### config.mk
export PLATFORM = sky130hd
export DESIGN_NAME = cursor_input_controller
export DESIGN_NICKNAME = d
export VERILOG_FILES = /design/src/rtl/cursor_input_controller.sv
export SDC_FILE = /design/constraint.sdc
export NUM_CORES = 1
export LEC_CHECK = 0
export ABC_CLOCK_PERIOD_IN_PS = 1850
export CAP_MARGIN = 40
export CORE_MARGIN = 2
export CORE_UTILIZATION = 30
export CTS_BUF_LIST = sky130_fd_sc_hd__clkbuf_4
export CTS_CLUSTER_DIAMETER = 200
export DETAILED_ROUTE_END_ITERATION = 8
export GPL_ROUTABILITY_DRIVEN = 0
export PLACE_DENSITY = 0.51
export SETUP_SLACK_MARGIN = 0.15
export SYNTH_ARGS = -nofsm -noshare
export SYNTH_HDL_FRONTEND = slang
export SYNTH_SLANG_ARGS = --single-unit
export TNS_END_PERCENT = 100
### constraint.sdc
create_clock -name clk -period 1.85 [get_ports clk]
set_input_delay 0.37 -clock clk [delete_from_list [all_inputs] [get_ports clk]]
set_output_delay 0.37 -clock clk [all_outputs]
set_load 0.01 [all_outputs]
### src/rtl/cursor_input_controller.sv
// Cursor input controller: debounces the five board buttons, steers a one-hot
// Row/Col cursor over the 8x8 grid, and hands confirmed cell selections to the
// game logic through a valid/ack handshake. A raw centre-press pulse is also
// exported for the menu screens.
//
// Handshake (sel_valid / sel_ack): sel_valid rises on the edge after an
// accepted centre press and stays high with sel_row/sel_col frozen until the
// first rising edge on which sel_ack is sampled high; sel_valid is low in the
// following cycle. sel_ack sampled while sel_valid is low has no effect.
module cursor_input_controller #(
  parameter int DEBOUNCE_CYCLES = 250000,
  parameter int CNT_W           = 20
) (
  input  logic       clk,
  input  logic       reset,
  input  logic       BtnU,
  input  logic       BtnD,
  input  logic       BtnL,
  input  logic       BtnR,
  input  logic       BtnC,
  input  logic       enable,
  output logic [7:0] Row,
  output logic [7:0] Col,
  output logic       btnc_pulse,
  output logic       sel_valid,
  output logic [7:0] sel_row,
  output logic [7:0] sel_col,
  input  logic       sel_ack,
  output logic       dbg_state
);

  // Button lane indices
  localparam int B_U = 0;
  localparam int B_D = 1;
  localparam int B_L = 2;
  localparam int B_R = 3;
  localparam int B_C = 4;
  localparam int NB  = 5;

  localparam logic [CNT_W-1:0] LP_LAST = CNT_W'(DEBOUNCE_CYCLES - 1);

  typedef enum logic {
    S_IDLE    = 1'b0,
    S_PENDING = 1'b1
  } sel_state_t;

  logic [NB-1:0]    w_raw;
  logic [NB-1:0]    r_sync1;
  logic [NB-1:0]    r_sync2;
  logic [NB-1:0]    r_stable;
  logic [NB-1:0]    r_stable_d;
  logic [NB-1:0]    r_pulse;
  logic [CNT_W-1:0] r_cnt [NB];

  sel_state_t r_state;
  sel_state_t w_state_next;
  logic       w_accept;

  logic [7:0] r_row;
  logic [7:0] r_col;
  logic [7:0] r_sel_row;
  logic [7:0] r_sel_col;

  assign w_raw = {BtnC, BtnR, BtnL, BtnD, BtnU};

  // Synchronise, debounce and edge-detect every button lane
  always_ff @(posedge clk) begin
    if (reset) begin
      r_sync1    <= '0;
      r_sync2    <= '0;
      r_stable   <= '0;
      r_stable_d <= '0;
      r_pulse    <= '0;
      for (int i = 0; i < NB; i++) r_cnt[i] <= '0;
    end else begin
      r_sync1    <= w_raw;
      r_sync2    <= r_sync1;
      r_stable_d <= r_stable;
      r_pulse    <= r_stable & ~r_stable_d;
      for (int i = 0; i < NB; i++) begin
        if (r_sync2[i] != r_stable[i]) begin
          if (r_cnt[i] == LP_LAST) begin
            r_stable[i] <= r_sync2[i];
            r_cnt[i]    <= '0;
          end else begin
            r_cnt[i] <= r_cnt[i] + CNT_W'(1);
          end
        end else begin
          r_cnt[i] <= '0;
        end
      end
    end
  end

  // Selection handshake state register
  always_ff @(posedge clk) begin
    if (reset) r_state <= S_IDLE;
    else       r_state <= w_state_next;
  end

  // Selection handshake next-state logic
  always_comb begin
    w_state_next = r_state;
    case (r_state)
      S_IDLE:    if (r_pulse[B_C] && enable) w_state_next = S_PENDING;
      S_PENDING: if (sel_ack)                w_state_next = S_IDLE;
      default:   w_state_next = S_IDLE;
    endcase
  end

  // Selection handshake outputs; moves and captures are only honoured in IDLE
  always_comb begin
    w_accept  = (r_state == S_IDLE) && enable;
    sel_valid = (r_state == S_PENDING);
    dbg_state = r_state;
  end

  // Cursor moves and selection capture; a centre press wins over any move
  always_ff @(posedge clk) begin
    if (reset) begin
      r_row     <= 8'h01;
      r_col     <= 8'h01;
      r_sel_row <= 8'h00;
      r_sel_col <= 8'h00;
    end else if (w_accept) begin
      if (r_pulse[B_C]) begin
        r_sel_row <= r_row;
        r_sel_col <= r_col;
      end else begin
        if (r_pulse[B_U] && !r_pulse[B_D])      r_row <= {r_row[0], r_row[7:1]};
        else if (r_pulse[B_D] && !r_pulse[B_U]) r_row <= {r_row[6:0], r_row[7]};
        if (r_pulse[B_L] && !r_pulse[B_R])      r_col <= {r_col[0], r_col[7:1]};
        else if (r_pulse[B_R] && !r_pulse[B_L]) r_col <= {r_col[6:0], r_col[7]};
      end
    end
  end

  assign Row        = r_row;
  assign Col        = r_col;
  assign sel_row    = r_sel_row;
  assign sel_col    = r_sel_col;
  assign btnc_pulse = r_pulse[B_C];

endmodule

==> run_results.csv, run 1 <==
group,metric,value,unit
synthesis,ys.flop_type,"edfxtp_1",
synthesis,synth_commonest_cells,"nor2_1 (126), edfxtp_1 (100), xnor2_1 (67), dfxtp_1 (58), nand2_1 (54)",
pwr,cellLeakagePower,3.87,nW
routing,ant_nets,0,
synthesis,netlist_instances,748,
timing,setup_viol,16,
floorplan,fp.dieW,163,um
grt,grt_overflow,0,
routing,firstDrtPassIters,7,
cells_and_area,final_nets,1043,
worst_setup_path,endpoint_kind,"flip-flop",
grt,track_usage,12.6,%
routing,via_per_inst,4.44,
grt,grt_max_degree,37,
routing,dr_wl_met2,7190,um
routing,route.detailed.drc,0,
hold_path,whs_path_depth,2,
pwr,power.density,590,mW/mm^2
timing,tns,-289,ps
pwr,p_int,4.74,mW
floorplan,io_pins,44,
hold_path,hold_start,"reset",
place,pre_cts_slack,-32.4,ps
synthesis,netlist_area,0.00759,mm^2
clock_network,cts_buffers,17,
clock_network,h-tree-depth,4,
timing,period_minus_slack,1890,ps
grt,grt_pass1_vias,5765,
floorplan,start_util,30.3,%
routing,drt_first_iter_violations,266,
timing,rsz0062_at_grt,"true",
worst_setup_path,crit_path_start_kind,"flip-flop",
timing,timing_max_transition_violations_final,0,
clock_network,clk_latency,550,ps
worst_setup_path,reg2reg_to,"r_cnt[0][11]",
synthesis,synth_cell_type_count,46,
routing,drt-met1-wl,8260,um
clock_network,cts.sinks,158,
pwr,clock_power_share,30.5,%
routing,num_vias,6089,
synthesis,synthMostInstantiatedCell,"nor2_1",
clock_network,cts.clk_slew.worst_paths,120,ps
synthesis,synth_warnings,0,
worst_setup_path,cp.required,2140,ps
worst_setup_path,cp_max_fo,15,
hold_path,hold_path_class,"input pin to flip-flop",
pwr,seq_power_share,62.3,%
pwr,combPwrFrac,7.2,%
pwr,ir_drop,0.286,mV
routing,drt-wirelength-per-cell,11.7,um
synthesis,ys_seq_elements,158,
timing,layout_setup_ws,-44.5,ps
run,drv_cap,0,
synthesis,synth_enable_flop_cells,100,
floorplan,dieArea,0.0266,mm^2
timing,fmaxAchievable,0.528,GHz
clock_network,clk_path_buf_depth,2,
cells_and_area,area_growth,40.5,%
worst_setup_path,rr_startpoint,"r_cnt[0][9]",
floorplan,core-area,0.0250,mm^2
worst_setup_path,r2r_cells,5,
floorplan,chipHeight,163,um
hold_path,whs_endpoint,"r_sync1[1]",
routing,top_layer,"met4",
grt,grt_pass1_wl,27400,um
worst_setup_path,path_class,"flip-flop to flip-flop",
timing,timing.final.crit_share,102,%
place,dp_hpwl,11000,um
run_status,outcome,"complete, but fails checks",
cells_and_area,fillers,2480,
synthesis,async_reset_ff_share,0,%
clock_network,cts_tree,"built",
floorplan,core.rowCount,58,
pwr,p_switching,1.55,mW
run_status,violations,"setup timing",
worst_setup_path,cp.arrival,2190,ps
synthesis,seq_area_frac_synth,54.8,%
clock_network,cts_root_buf,"clkbuf_4",
place,io_buffers,43,
timing,hold_viol_final,0,
routing,wl_met3,500,um
timing,fin_skew,27.7,ps
routing,routed_wl,16100,um
cells_and_area,drive_gt1_share,26.8,%
worst_setup_path,rrSetupSlack,-40,ps
synthesis,yosysTopAreaCell,"edfxtp_1",
grt,antenna_found_initial,1,
pwr,switching_share,24.7,%
synthesis,synth_area_leaders,"edfxtp_1 (40%), dfxtp_1 (15%), xnor2_1 (7.7%)",
synthesis,synth_top_area_share,39.5,%
synthesis,syn_avg_cell_area,10.2,um^2
what timing repair did:
item	4_1_cts	5_1_grt
setup endpoints to repair	132	105
gates resized for setup	127	50
pin swaps	29	27
setup buffers	26	32
gates cloned	1	0
hold endpoints to repair	0	0
hold buffers	0	0
metal layers:
| layer | track usage [%] | vias to the layer above |
|---|---|---|
| met2 | 20.0 | 84 |
| li1 | - | 3174 |
| met3 | 2.56 | 8 |
| met5 | 0 | - |
| met1 | 17.4 | 2823 |
| met4 | 3.66 | 0 |
logic make-up after synthesis:
kind of cell | Yosys count | synth area share, %
simple gates | 360 | 23.5
flops | 158 | 54.8
xor+xnor | 77 | 8.88
compound gates | 70 | 5.88
buf+inv | 52 | 2.65
mux | 23 | 3.03
fa+ha+maj | 7 | 1.15
other cells | 1 | 0.0494
registers in the layout, indices dropped and copies added (netlist names):
signal,count
r_cnt,100
r_stable,5
r_sync1,5
r_pulse,5
sel_col,8
dbg_state,1
r_stable_d,5
sel_row,8
Row,8
Col,8
r_sync2,5
power by group through the flow:
stage                     sequential [mW]  combinational (mW)  clock, mW
final                                3.92               0.453       1.92
after floorplan                      4.01               0.209          0
after global placement               4.01               0.348          0
after CTS                            3.92               0.395       2.02
after global routing                 3.94               0.505       2.17
after detailed placement             4.02               0.348          0
cell type report:
cell class	instances	area (um^2)	share of cell area (%)
Antenna cell	1	2.50	0.0235
Sequential cell	158	4220	39.5
Clock buffer	19	143	1.34
Multi-Input combinational cell	637	4120	38.7
Tap cell	330	413	3.87
Clock inverter	13	97.6	0.915
Inverter	29	109	1.02
Timing Repair Buffer	184	1560	14.7
how the worst max path moves through the flow:
stage | start | end | slack (ps) | depth (start not counted)
after detailed placement | r_cnt[0][11] | r_cnt[0][11] | -30 | 5
final | r_cnt[0][9] | r_cnt[0][11] | -40 | 5
after floorplan | r_cnt[0][9] | r_cnt[0][14] | -60 | 5
after CTS | r_cnt[0][11] | r_cnt[0][11] | -50 | 5
after global placement | r_cnt[0][11] | r_cnt[0][15] | -10 | 5
after global routing | r_cnt[2][10] | r_stable[2] | -120 | 6
cells in the final DEF (no fill, tap or decap), types with 7 or more instances in the layout:
master           Yosys  routed
a211oi_1            18      16
a21oi_1             26      23
buf_4                1     121
buf_6                0      15
clkbuf_4             0      19
clkdlybuf4s50_1      0       7
conb_1               1     100
dfxtp_1             58      39
dfxtp_2              0       8
dfxtp_4              0      11
dlygate4sd2_1        0      32
edfxtp_1           100     100
inv_1               29      29
mux2i_1             23      22
nand2_1             54      54
nand2b_1             9       9
nand3_1             33      27
nand4_1             29      29
nor2_1             126     100
nor2_2               0      14
nor2_4               0      12
nor2b_1             12      12
nor3_1              30      27
nor4_1              31      17
nor4_2               1      11
xnor2_1             67      67
xor2_1              10      10
per-stage QoR:
step	instance area, um^2	instances	hold slack [ps]	utilization [%]	total power, mW
2_1_floorplan	8090	847	367	-	4.21
3_3_place_gp	9480	1280	373	37.9	4.36
3_5_place_dp	9480	1280	371	37.9	4.36
4_1_cts	10200	1338	203	40.7	6.34
5_1_grt	10700	1371	242	42.6	6.61
6_report	10700	1371	250	42.6	6.29
worst max-delay path, stage by stage (launching register included):
cell	delay (ps)
edfxtp_1	410
or4b_1	510
or3_4	370
o21bai_4	160
buf_12	150
nor2_1	60
Note: power is estimated with default switching activity, not from simulation.
==> inputs of run 2 (changes only) <==
--- a/config.mk
+++ b/config.mk
@@ -14,6 +14,7 @@
 export DETAILED_ROUTE_END_ITERATION = 8
 export GPL_ROUTABILITY_DRIVEN = 0
 export PLACE_DENSITY = 0.51
+export RECOVER_POWER = 50
 export SETUP_SLACK_MARGIN = 0.15
 export SYNTH_ARGS = -nofsm -noshare
 export SYNTH_HDL_FRONTEND = slang
==> run 2 against run 1 <==
Effect of this change: the run still ends with setup timing left; sequential power about the same; final cell count unchanged; register-to-register slack about the same; routed wire length increased by 0.19%; sequential cell count unchanged; combinational power decreased by 1%; die area unchanged; largest power group unchanged.
==> run_results.csv, run 2 (synthesis results as in run 1) <==
group,metric,value,unit
run_status,outcome,"complete, but fails checks",
clock_network,clk_latency,560,ps
cells_and_area,fin_area,0.0106,mm^2
cells_and_area,regMostFlops,"r_cnt",
grt,grt_overflow,0,
worst_setup_path,critPathMaxStageDelay,510,ps
clock_network,h-tree-depth,4,
grt,use_met3,2.56,%
timing,setup_viol,16,
floorplan,fp.dieW,163,um
place,placedInstanceArea,0.00948,mm^2
floorplan,chipHeight,163,um
pwr,ir_drop,0.286,mV
grt,busiest_layer,"met2",
pwr,combPwrFrac,7.1,%
cells_and_area,largest_register_ffs,100,
floorplan,dieArea,0.0266,mm^2
clock_network,cts_root_buf,"clkbuf_4",
clock_network,cts_hold_buffers,0,
worst_setup_path,reg2reg_to,"r_cnt[0][11]",
hold_path,whs_endpoint,"r_sync1[3]",
clock_network,clk_path_buf_depth,2,
clock_network,cts.clk_slew.worst_paths,130,ps
routing,firstDrtPassIters,7,
cells_and_area,final_nets,1043,
worst_setup_path,crit_path_start_kind,"flip-flop",
pwr,seq_power_share,62.3,%
clock_network,cts_buffers,17,
grt,antenna_found_initial,1,
grt,grt_pass1_wl,27400,um
pwr,cellLeakagePower,3.85,nW
worst_setup_path,critPathTopFamily,"simple AND/OR/NAND/NOR gates",
routing,drt-wirelength-per-cell,11.8,um
grt,met2_usage,20.0,%
run_status,violations,"setup timing",
worst_setup_path,crit_chain,"or4b_1 > or3_4 > o21bai_4 > buf_12 > nor2_1",
pwr,clock_power_share,30.5,%
worst_setup_path,endpoint_kind,"flip-flop",
timing,fin_skew,25.7,ps
hold_path,whs_path_depth,2,
grt,grt_util_met1,17.4,%
timing,worstMarginPinSlew,1020,ps
grt,track_usage,12.6,%
run,drv_cap,0,
worst_setup_path,path_class,"flip-flop to flip-flop",
floorplan,core.rowCount,58,
hold_path,hold_start,"BtnR",
place,pre_cts_slack,-32.4,ps
timing,period_minus_slack,1900,ps
pwr,switching_share,24.7,%
timing,tns,-308,ps
worst_setup_path,critPathBufInv,1,
clock_network,cts_tree,"built",
hold_path,hold_path_class,"input pin to flip-flop",
worst_setup_path,slowest_stage,"or4b_1",
grt,grt_max_degree,37,
pwr,power.density,593,mW/mm^2
timing,timing_max_transition_violations_final,0,
floorplan,core-area,0.0250,mm^2
routing,routed_wl,16100,um
timing,timing.final.crit_share,102,%
clock_network,cts.sinks,158,
routing,via_per_inst,4.44,
worst_setup_path,cp.depth,5,
routing,ant_nets,0,
cells_and_area,final_common_cell,"buf_4",
cells_and_area,area_growth,39.6,%
worst_setup_path,cp.arrival,2190,ps
routing,drt_first_iter_violations,244,
timing,fmaxAchievable,0.528,GHz
worst_setup_path,cp.required,2150,ps
worst_setup_path,rr_startpoint,"r_cnt[0][9]",
floorplan,start_util,30.3,%
grt,grt_pass1_vias,5765,
pwr,p_switching,1.56,mW
timing,hold_viol_final,0,
pwr,p_int,4.73,mW
cells_and_area,drive_gt1_share,25.9,%
routing,num_vias,6093,
timing,relSlewSlack,32.3,%
place,dp_hpwl,11000,um
worst_setup_path,cp_max_fo,15,
cells_and_area,final_cell_mix,"buf_4 (116), nor2_1 (100), edfxtp_1 (100), conb_1 (100), xnor2_1 (67)",
routing,route.detailed.drc,0,
timing,rsz0062_at_grt,"true",
worst_setup_path,rrSetupSlack,-50,ps
floorplan,io_pins,44,
pwr,finalPower,6.29,mW
timing,layout_setup_ws,-45.5,ps
place,io_buffers,43,
worst_setup_path,r2r_cells,5,
-- run 2: cell count changes in the layout (fill, tap and decap cells not counted), moves of 2 or more --
| cell | change |
|---|---|
| buf_4 | -5 |
| clkbuf_1 | +4 |
| clkbuf_2 | +2 |
| clkdlybuf4s50_1 | -2 |
| dlygate4sd3_1 | +2 |
| ha_1 | +2 |
| ha_2 | -2 |
| nor4b_1 | +2 |
-- run 2: how the worst max path moves through the flow --
stage,startpoint,endpoint,slack (ps)
after global routing,r_cnt[2][10],r_stable[2],-120
after floorplan,r_cnt[0][9],r_cnt[0][14],-60
after global placement,r_cnt[0][11],r_cnt[0][15],-10
after detailed placement,r_cnt[0][11],r_cnt[0][11],-30
after CTS,r_cnt[0][11],r_cnt[0][11],-50
final,r_cnt[0][9],r_cnt[0][11],-50
-- run 2: area by class of cell --
| type | instances | area [um^2] |
|---|---|---|
| diodes | 1 | 2.50 |
| inverters | 29 | 109 |
| multi-input cells | 637 | 4080 |
| well taps | 330 | 413 |
| repair buffers | 184 | 1550 |
| clock buffers | 19 | 143 |
| flip-flops and latches | 158 | 4210 |
| clock inverters | 13 | 97.6 |
| fillers | 2493 | 14400 |
-- run 2: stage by stage --
| stage | utilization [%] | hold WS, ps | instances |
|---|---|---|---|
| 2_1_floorplan | - | 367 | 847 |
| 3_3_place_gp | 37.9 | 373 | 1280 |
| 3_5_place_dp | 37.9 | 371 | 1280 |
| 4_1_cts | 40.7 | 203 | 1338 |
| 5_1_grt | 42.3 | 308 | 1371 |
| 6_report | 42.3 | 363 | 1371 |
-- run 2: power groups by stage --
stage                     clock network [mW]  logic (mW)  registers [mW]
after floorplan                            0       0.209            4.01
after global placement                     0       0.348            4.01
after detailed placement                   0       0.348            4.02
after CTS                               2.02       0.395            3.92
after global routing                    2.17       0.500            3.94
final                                   1.92       0.448            3.92
-- run 2: metal layers --
| metal | share of wire [%] | wire length, um |
|---|---|---|
| met1 | 51 | 8260 |
| met5 | 0 | 0 |
| met4 | 0.96 | 155 |
| met3 | 3.2 | 519 |
| met2 | 45 | 7180 |
-- run 2: timing repair --
item | CTS | global route
cloned | 1 | 0
gates resized for setup | 127 | 50
pin swaps | 29 | 27
setup buffers | 26 | 32
setup endpoints to repair | 132 | 105
-- run 2: worst register-to-register path, cell delays in order (launching register included) --
cell and delay (ps):
edfxtp_1 410, or4b_1 510, or3_4 370, o21bai_4 160, buf_12 150, nor2_1 60
